==> src/rtl/bus_decoder.sv <==
// Table-driven, registered memory-map decoder: CPU data port to NSLV slave regions.
// Latency: strobe 1 cycle after request, m_ready 1 cycle after slave ready; errors answer in 1 cycle.
// Backpressure: m_busy stalls the master; slave wait held off by s_busy/s_ready, bounded by TIMEOUT.
module bus_decoder #(
    parameter int                   NSLV         = 3,
    parameter int                   AW           = 16,
    parameter int                   DW           = 16,
    parameter logic [NSLV*AW-1:0]   REGION_BASE  = {16'h4C00, 16'h1000, 16'h0000},
    parameter logic [NSLV*AW-1:0]   REGION_LIMIT = {16'hFFFF, 16'h4BFF, 16'h0000},
    parameter logic [NSLV-1:0]      RO_MASK      = 3'b001,
    parameter int                   TIMEOUT      = 255,
    parameter logic [DW-1:0]        ERR_DATA     = 16'hFFFF
) (
    input  logic                 cpu_clk,
    input  logic                 cpu_rst,
    input  logic [AW-1:0]        m_addr,
    input  logic [DW-1:0]        m_wdata,
    input  logic                 m_read,
    input  logic                 m_write,
    output logic [DW-1:0]        m_rdata,
    output logic                 m_busy,
    output logic                 m_ready,
    output logic                 m_err,
    output logic [AW-1:0]        s_addr,
    output logic [DW-1:0]        s_wdata,
    output logic [NSLV-1:0]      s_read,
    output logic [NSLV-1:0]      s_write,
    input  logic [NSLV*DW-1:0]   s_rdata,
    input  logic [NSLV-1:0]      s_busy,
    input  logic [NSLV-1:0]      s_ready,
    output logic                 err_flag,
    output logic [1:0]           err_code,
    output logic [AW-1:0]        err_addr,
    input  logic                 err_clr
);

    localparam int SW = (NSLV > 1) ? $clog2(NSLV) : 1;
    localparam int CW = (TIMEOUT < 256) ? 8 : $clog2(TIMEOUT + 1);

    localparam logic [1:0] CODE_UNMAPPED = 2'd1;
    localparam logic [1:0] CODE_RO_WRITE = 2'd2;
    localparam logic [1:0] CODE_TIMEOUT  = 2'd3;

    typedef enum logic [2:0] {
        ST_IDLE,
        ST_ISSUE,
        ST_WAIT,
        ST_DONE,
        ST_ERR
    } state_t;

    state_t          state_q, state_d;
    logic [AW-1:0]   addr_q, addr_d;
    logic [AW-1:0]   s_addr_q, s_addr_d;
    logic [DW-1:0]   s_wdata_q, s_wdata_d;
    logic [SW-1:0]   sel_q, sel_d;
    logic            op_wr_q, op_wr_d;
    logic [CW-1:0]   cnt_q, cnt_d;
    logic [DW-1:0]   m_rdata_q, m_rdata_d;
    logic            err_flag_q, err_flag_d;
    logic [1:0]      err_code_q, err_code_d;
    logic [AW-1:0]   err_addr_q, err_addr_d;

    logic            hit_c;
    logic [SW-1:0]   sel_c;
    logic            ro_c;
    logic [AW-1:0]   rel_c;
    logic [AW:0]     lo_c;
    logic [AW-1:0]   span_c;

    logic            sel_rdy_c;
    logic            sel_busy_c;
    logic [DW-1:0]   sel_rdata_c;

    logic            req_c;
    logic [1:0]      new_code_c;
    logic [AW-1:0]   new_addr_c;

    // Descending scan so the lowest matching index is the last one written.
    // The offset borrow gives addr >= base; the span test gives addr <= limit.
    always_comb begin
        hit_c  = 1'b0;
        sel_c  = '0;
        ro_c   = 1'b0;
        rel_c  = '0;
        lo_c   = '0;
        span_c = '0;
        for (int i = NSLV - 1; i >= 0; i--) begin
            lo_c   = {1'b0, m_addr} - {1'b0, REGION_BASE[i*AW +: AW]};
            span_c = REGION_LIMIT[i*AW +: AW] - REGION_BASE[i*AW +: AW];
            if (!lo_c[AW] && (lo_c[AW-1:0] <= span_c)) begin
                hit_c = 1'b1;
                sel_c = SW'(i);
                ro_c  = RO_MASK[i];
                rel_c = lo_c[AW-1:0];
            end
        end
    end

    // Selected-slave return path and one-hot strobes, driven only during ISSUE.
    always_comb begin
        sel_rdy_c   = 1'b0;
        sel_busy_c  = 1'b0;
        sel_rdata_c = '0;
        s_read      = '0;
        s_write     = '0;
        for (int i = 0; i < NSLV; i++) begin
            if (sel_q == SW'(i)) begin
                sel_rdy_c   = s_ready[i];
                sel_busy_c  = s_busy[i];
                sel_rdata_c = s_rdata[i*DW +: DW];
                if (state_q == ST_ISSUE) begin
                    s_read[i]  = ~op_wr_q;
                    s_write[i] = op_wr_q;
                end
            end
        end
    end

    assign req_c = m_read | m_write;

    always_comb begin
        state_d    = state_q;
        addr_d     = addr_q;
        s_addr_d   = s_addr_q;
        s_wdata_d  = s_wdata_q;
        sel_d      = sel_q;
        op_wr_d    = op_wr_q;
        cnt_d      = cnt_q;
        m_rdata_d  = m_rdata_q;
        err_flag_d = err_flag_q;
        err_code_d = err_code_q;
        err_addr_d = err_addr_q;
        new_code_c = CODE_UNMAPPED;
        new_addr_c = m_addr;
        m_busy     = 1'b0;
        m_ready    = 1'b0;
        m_err      = 1'b0;

        case (state_q)
            ST_IDLE: begin
                m_busy = req_c;
                if (req_c) begin
                    addr_d    = m_addr;
                    s_addr_d  = rel_c;
                    s_wdata_d = m_wdata;
                    sel_d     = sel_c;
                    op_wr_d   = m_write;
                    if (!hit_c) begin
                        state_d    = ST_ERR;
                        new_code_c = CODE_UNMAPPED;
                    end else if (m_write && ro_c) begin
                        state_d    = ST_ERR;
                        new_code_c = CODE_RO_WRITE;
                    end else begin
                        state_d = ST_ISSUE;
                    end
                end
            end
            ST_ISSUE: begin
                m_busy  = 1'b1;
                cnt_d   = '0;
                state_d = ST_WAIT;
            end
            ST_WAIT: begin
                m_busy = 1'b1;
                if (sel_rdy_c && !sel_busy_c) begin
                    if (!op_wr_q) begin
                        m_rdata_d = sel_rdata_c;
                    end
                    state_d = ST_DONE;
                end else if (cnt_q == CW'(TIMEOUT)) begin
                    state_d    = ST_ERR;
                    new_code_c = CODE_TIMEOUT;
                    new_addr_c = addr_q;
                end else begin
                    cnt_d = cnt_q + CW'(1);
                end
            end
            ST_DONE: begin
                m_ready = 1'b1;
                state_d = ST_IDLE;
            end
            ST_ERR: begin
                m_ready = 1'b1;
                m_err   = 1'b1;
                state_d = ST_IDLE;
            end
            default: begin
                state_d = ST_IDLE;
            end
        endcase

        if (state_d == ST_ERR) begin
            m_rdata_d = ERR_DATA;
        end

        // A clear coinciding with a new error drops that error; the next one is logged.
        if (err_clr) begin
            err_flag_d = 1'b0;
            err_code_d = '0;
            err_addr_d = '0;
        end else if (state_d == ST_ERR && !err_flag_q) begin
            err_flag_d = 1'b1;
            err_code_d = new_code_c;
            err_addr_d = new_addr_c;
        end
    end

    always_ff @(posedge cpu_clk) begin
        if (cpu_rst) begin
            state_q    <= ST_IDLE;
            addr_q     <= '0;
            s_addr_q   <= '0;
            s_wdata_q  <= '0;
            sel_q      <= '0;
            op_wr_q    <= 1'b0;
            cnt_q      <= '0;
            m_rdata_q  <= '0;
            err_flag_q <= 1'b0;
            err_code_q <= '0;
            err_addr_q <= '0;
        end else begin
            state_q    <= state_d;
            addr_q     <= addr_d;
            s_addr_q   <= s_addr_d;
            s_wdata_q  <= s_wdata_d;
            sel_q      <= sel_d;
            op_wr_q    <= op_wr_d;
            cnt_q      <= cnt_d;
            m_rdata_q  <= m_rdata_d;
            err_flag_q <= err_flag_d;
            err_code_q <= err_code_d;
            err_addr_q <= err_addr_d;
        end
    end

    assign m_rdata  = m_rdata_q;
    assign s_addr   = s_addr_q;
    assign s_wdata  = s_wdata_q;
    assign err_flag = err_flag_q;
    assign err_code = err_code_q;
    assign err_addr = err_addr_q;

endmodule
==> config.mk <==
export PLATFORM = sky130hd
export DESIGN_NAME = bus_decoder
export DESIGN_NICKNAME = d
export VERILOG_FILES = /design/src/rtl/bus_decoder.sv
export SDC_FILE = /design/constraint.sdc
export NUM_CORES = 1
export LEC_CHECK = 0
export ABC_AREA = 0
export BUFFER_PORTS_ARGS = -buffer_cell sky130_fd_sc_hd__buf_2
export CAP_MARGIN = 20
export CELL_PAD_IN_SITES_DETAIL_PLACEMENT = 1
export CELL_PAD_IN_SITES_GLOBAL_PLACEMENT = 1
export CORE_MARGIN = 2
export CORE_UTILIZATION = 38
export CTS_CLUSTER_DIAMETER = 50
export DETAILED_ROUTE_END_ITERATION = 12
export PLACE_DENSITY_LB_ADDON = 0.1
export SLEW_MARGIN = 10
export SYNTH_ARGS = -nofsm -noshare
export SYNTH_HDL_FRONTEND = slang
export SYNTH_SLANG_ARGS = --single-unit
==> constraint.sdc <==
create_clock -name cpu_clk -period 4.6 [get_ports cpu_clk]
set_input_delay 0.92 -clock cpu_clk [delete_from_list [all_inputs] [get_ports cpu_clk]]
set_output_delay 0.92 -clock cpu_clk [all_outputs]
set_load 0.01 [all_outputs]
==> results_dict.tcl, run 1 <==
set metrics [dict create \
    syn_to_final_growth_pct 24.91 \
    path_max_fanout 18 \
    num_io_pins 167 \
    start_util 0.3902 \
    tightest_slew_ns 0.9444 \
    drtIter0Drc 184 \
    multi_input_area_um2 2525 \
    cp.arrival_ns 3.47 \
    clk_pin_slew_ns 0.06 \
    fin_crit_ns 3.197 \
    via_per_inst 5.256 \
    cts_resized 0 \
    leakagePower_nw 2.903 \
    worstSetupStartpointType "input port" \
    power_density_nw_per_um2 388.4 \
    reg2reg_slack_ns 1.40 \
    cap_violations 0 \
    core_um2 12060 \
    postCtsHoldBufs 0 \
    status "finished clean" \
    cts_sinks 97 \
    drive_gt1_frac 0.2772 \
    track_usage 0.2190 \
    cts_setup_buffers 0 \
    overflow 0 \
    cts_root_buf "clkbuf_16" \
    syn-cell-area_um2 4707 \
    r2r_end "err_code[0]$_SDFFE_PP0P_" \
    crit_type "input port to register" \
    die_area_um2 13290 \
    grt_pass1_wl_um 23020 \
    crit_path_end "err_code[0]$_SDFFE_PP0P_" \
    fin_crit_sh 0.6950 \
    fin_skew_ns 0.006839 \
    fmax_ghz 0.3128 \
    die_w_um 115.3 \
    rows 40 \
    min_path_type "register to register" \
    finalSetupTns_ns 0 \
    post-dp-hpwl_um 10880 \
    htreeDepth 3 \
    postLayoutCoreUtil 0.4874 \
    gp_congestion 0.8809 \
    drc_errors 0 \
    synth_seq_cells 97 \
    nFillCells 1545 \
    postSynthAreaPerCell_um2 8.088 \
    firstDrtPassIters 4 \
    setup_viol 0 \
    synthCells 582 \
    fin_ws_ns 1.403 \
    grt_pass1_vias 4616 \
    reg2reg_from "sel_q[1]$_SDFFE_PP0P_" \
    fin_nets 818 \
    cts_buffers 9 \
    synth_top_area_frac 0.4125 \
    synthArstFlopShare 0 \
    syn_nets 679 \
    worstSetupEndpointType "register" \
    antenna_found_initial 1 \
    clk_path_buf_depth 2 \
    ys_warn_count 0 \
    dieHeight_um 115.3 \
    antenna_left 0 \
    synth-seq-area-share 0.4125 \
    final_max_slew_viol_count 0 \
    totalPowerFinal_mw 2.283 \
    ff_latch_area_um2 1942 \
    relSlewSlack 0.3704 \
    clkLatencyLatePin_ns 0.34 \
    hold_viol 0 \
    vdd_drop_max_v 0.0001944 \
    tritoncts "yes" \
    grt_max_degree 76 \
    yosys.area.top_type "dfxtp_1" \
    synth_area_leaders "dfxtp_1 (41%), a21oi_1 (11%), nand2_1 (7.4%), mux2i_1 (7.2%), nor2_1 (4.9%)" \
    yosysUniqueCellTypes 58 \
    synth-edff-count 0 \
    drt-total-wl_um 14480 \
    post-place-ws_ns 1.068 \
    required_ns 4.88 \
    synth_flop_cell "dfxtp_1" \
    worstRegToRegCells 8 \
    rsz0062_at_grt "false" \
    routedWlPerCell_um 16.20 \
    crit_path_start "m_addr[10]" \
    vias 4699 \
    io_buffers 166 \
]
[through the flow]
stage / cell area, µm² / hold WS, ns / std cells
2_1_floorplan: 4707 / 0.4357 / 582
3_3_place_gp: 5587 / 0.4404 / 877
3_5_place_dp: 5598 / 0.4474 / 878
4_1_cts: 5877 / 0.4566 / 893
5_1_grt: 5877 / 0.4743 / 893
6_report: 5879 / 0.4522 / 894
[cells in the final DEF, fill, tap and decap left out, types with 7 or more instances in the layout]
master and count:
a21oi_1 103, o211a_1 16, o21ai_0 19, nand2_1 93, nand3_1 17, dfxtp_1 97
buf_2 166, mux2i_1 34, clkbuf_16 9, buf_4 8, nor2_1 62, nor3_1 7
[synthesized netlist by cell type, types with 3 or more instances]
master and number:
a21oi_1 103, and2_1 4, and3_1 4, buf_1 3, buf_2 6, buf_6 5, clkbuf_1 31, dfxtp_1 97
ha_1 6, inv_1 5, mux2i_1 34, nand2_1 93, nand3_1 17, nand3b_1 4, nand4_1 6, nor2_1 62
nor3_1 7, nor3b_1 4, o211a_1 16, o21ai_0 19, or3_1 3, xnor2_1 4, xor2_1 3
[sequential cells by signal, indices dropped and copies added (netlist names)]
signal    cells
op_wr_q       1
m_rdata      16
err_flag      1
err_code      2
addr_q       16
state_q       3
err_addr     16
cnt_q         8
s_wdata      16
s_addr       16
sel_q         2
[power by group]
group	switching [mW]	internal, mW
Combinational	0.356	0.219
Clock	0.302	0.418
Sequential	0.0551	0.933
Total	0.713	1.57
[layer usage]
metal  wire [µm]  part of all wire  track usage
met3         651             0.045      0.03690
met2        7306              0.50       0.3875
met4         335             0.023      0.09398
met1        6187              0.43       0.2615
met5           0                 0            0
[final cells by class]
cell class	count	area share
diodes	1	0.0004256
clock buffers	12	0.04022
clock inverters	3	0.007236
inverters	5	0.003192
multi-input cells	433	0.4295
flip-flops and latches	97	0.3303
well taps	168	0.03575
repair buffers	175	0.1534
[worst max-delay path: stages]
cell     delay (ns)
buf_2          0.15
inv_1          0.15
ha_1           0.16
nor4b_1        0.25
and4_1         0.46
nand3_1        0.18
a21oi_2        0.18
buf_4          0.22
or2_1          0.53
mux2i_1        0.25
[kinds of logic (layout without fill, tap and decap cells)]
group | count (synthesis) | in the layout | synth area share
buffers and inverters | 52 | 195 | 0.05263
adder cells (fa/ha/maj) | 6 | 6 | 0.01595
AO/OA/AOI/OAI | 160 | 160 | 0.2095
other | 0 | 1 | 0
XOR/XNOR | 7 | 7 | 0.01303
flip-flops | 97 | 97 | 0.4125
multiplexers | 35 | 35 | 0.07469
AND/OR/NAND/NOR | 225 | 225 | 0.2217
[worst min path at each step]
| stage | startpoint | to | slack, ns | depth (start not counted) |
|---|---|---|---|---|
| finish | s_addr[0]$_SDFFE_PP0P_ | s_addr[0]$_SDFFE_PP0P_ | 0.45 | 2 |
| global placement | s_wdata[2]$_SDFFE_PP0P_ | s_wdata[2]$_SDFFE_PP0P_ | 0.44 | 2 |
| CTS | s_wdata[7]$_SDFFE_PP0P_ | s_wdata[7]$_SDFFE_PP0P_ | 0.46 | 2 |
| global route | addr_q[6]$_SDFFE_PP0P_ | addr_q[6]$_SDFFE_PP0P_ | 0.47 | 2 |
| detailed placement | s_addr[1]$_SDFFE_PP0P_ | s_addr[1]$_SDFFE_PP0P_ | 0.45 | 2 |
| floorplan | addr_q[0]$_SDFFE_PP0P_ | addr_q[0]$_SDFFE_PP0P_ | 0.44 | 2 |
(Power assumes the default switching activity.)
==> run 2, diff against run 1 <==
--- a/config.mk
+++ b/config.mk
@@ -11,7 +11,7 @@
 export CELL_PAD_IN_SITES_DETAIL_PLACEMENT = 1
 export CELL_PAD_IN_SITES_GLOBAL_PLACEMENT = 1
 export CORE_MARGIN = 2
-export CORE_UTILIZATION = 38
+export CORE_UTILIZATION = 36
 export CTS_CLUSTER_DIAMETER = 50
 export DETAILED_ROUTE_END_ITERATION = 12
 export PLACE_DENSITY_LB_ADDON = 0.1
==> constraint.sdc (replaced) <==
create_clock -name cpu_clk -period 3 [get_ports cpu_clk]
set_input_delay 0.6 -clock cpu_clk [delete_from_list [all_inputs] [get_ports cpu_clk]]
set_output_delay 0.6 -clock cpu_clk [all_outputs]
set_load 0.01 [all_outputs]
==> results_dict.tcl, run 2 (synthesized netlist as in run 1, its figures left out) <==
set metrics [dict create \
    cts_resized 0 \
    num_io_pins 167 \
    track_usage 0.2139 \
    clock_power_share 0.323 \
    antenna_found_initial 0 \
    final_max_slew_viol_count 0 \
    dieHeight_um 118.3 \
    final_common_cell "buf_2" \
    via_per_inst 5.165 \
    routedWlPerCell_um 16.31 \
    overflow 0 \
    io_buffers 166 \
    diodes 0 \
    worstSetupStartpointType "input port" \
    leakagePower_nw 2.939 \
    drt-total-wl_um 14740 \
    die_area_um2 14010 \
    cts_buffers 9 \
    rsz0062_at_grt "false" \
    p_int_mw 2.420 \
    power_density_nw_per_um2 598.9 \
    pwr-share-comb 0.251 \
    cap_violations 0 \
    path_max_fanout 17 \
    postCtsHoldBufs 0 \
    cts_sinks 97 \
    layout_common_cells "buf_2 (166), a21oi_1 (103), dfxtp_1 (97)" \
    post-dp-hpwl_um 10580 \
    cts_root_buf "clkbuf_16" \
    gp_congestion 0.8463 \
    fin_nets 824 \
    clk_path_buf_depth 2 \
    vdd_drop_max_v 0.0003576 \
    grt_pass1_vias 4672 \
    hold_viol 0 \
    cts_setup_buffers 0 \
    syn_to_final_growth_pct 26.16 \
    fin_skew_ns 0.004482 \
    drc_errors 0 \
    p_sw_frac 0.3194 \
    relSlewSlack 0.3602 \
    grt_max_degree 76 \
    firstDrtPassIters 4 \
    core_um2 12670 \
    tightest_slew_ns 0.9598 \
    setup_viol 0 \
    status "finished clean" \
    fin_crit_sh 0.8681 \
    vias 4669 \
    drtIter0Drc 231 \
    start_util 0.3715 \
    fmax_ghz 0.3840 \
    p_sw_mw 1.136 \
    power_frac_seq 0.426 \
    drive_gt1_frac 0.2869 \
    crit_type "input port to register" \
    htreeDepth 3 \
    worstSetupEndpointType "register" \
    rows 41 \
    holdWs_ns 0.4529 \
    min_path_type "register to register" \
    finalSetupTns_ns 0 \
    nFillCells 1600 \
    fin_crit_ns 2.604 \
    cp.arrival_ns 2.88 \
    postLayoutCoreUtil 0.4686 \
    clk_pin_slew_ns 0.07 \
    clkLatencyLatePin_ns 0.35 \
    grt_pass1_wl_um 24300 \
    die_w_um 118.3 \
    antenna_left 0 \
    tritoncts "yes" \
    required_ns 3.28 \
]
==> run 2: cell count changes in the layout (fill, tap and decap cells not counted) <==
| cell | change |
|---|---|
| o21a_1 | -1 |
| clkinv_2 | +1 |
| buf_4 | +6 |
| clkbuf_1 | -1 |
| clkinv_4 | +1 |
| diode_2 | -1 |
| o21a_2 | +1 |
==> run 2: final cells by class <==
cell class	instances	area, µm²	area share
multi-input cells	433	2526	0.4254
flip-flops and latches	97	1942	0.3270
repair buffers	181	947.2	0.1595
clock buffers	11	232.7	0.03919
well taps	172	215.2	0.03624
clock inverters	5	56.30	0.009482
inverters	5	18.77	0.003161
==> run 2: final timing paths <==
path              slack [ns]                       end              startpoint  depth (start not counted)
hold reg to reg         0.45    s_addr[6]$_SDFFE_PP0P_  s_addr[6]$_SDFFE_PP0P_                          2
hold / removal          0.45    s_addr[6]$_SDFFE_PP0P_  s_addr[6]$_SDFFE_PP0P_                          2
setup / recovery        0.40  err_code[0]$_SDFFE_PP0P_              m_addr[10]                          9
setup reg to reg        0.48  err_code[0]$_SDFFE_PP0P_   state_q[2]$_SDFF_PP0_                          6
==> run 2: per-layer routing <==
metal  vias to the layer above  GRT usage  wire length, µm  part of all wire
met5                         -          0                0                 0
li1                       2312          -                -                 -
met2                       125     0.3681             7224              0.49
met1                      2212     0.2612             6435              0.44
met3                        20    0.03958              731             0.050
met4                         0    0.08886              353             0.024
==> run 2: worst max-delay path, cell delays in order <==
cell,delay [ns]
buf_2,0.15
inv_1,0.12
ha_1,0.17
nor4b_1,0.25
and4_1,0.45
nand3_1,0.17
a21oi_2,0.17
or2_1,0.56
mux2i_1,0.24
==> run 2: power by group through the flow <==
| stage | clock [mW] | sequential (mW) | combinational (mW) |
|---|---|---|---|
| finish | 1.15 | 1.51 | 0.893 |
| global route | 1.24 | 1.53 | 0.999 |
| CTS | 1.18 | 1.51 | 0.906 |
| detailed placement | 0 | 1.54 | 0.902 |
| global placement | 0 | 1.54 | 0.884 |
| floorplan | 0 | 1.57 | 0.527 |
==> run 2: per-stage QoR <==
| stage | instances | total power, mW | setup WS (ns) | cell area, µm² |
|---|---|---|---|---|
| after CTS | 904 | 3.598 | 0.3869 | 5938 |
| after floorplan | 582 | 2.101 | 0.3192 | 4707 |
| final | 904 | 3.556 | 0.3957 | 5938 |
| after global routing | 904 | 3.772 | 0.1840 | 5938 |
| after global placement | 887 | 2.419 | 0.1873 | 5638 |
| after detailed placement | 888 | 2.445 | 0.06280 | 5649 |
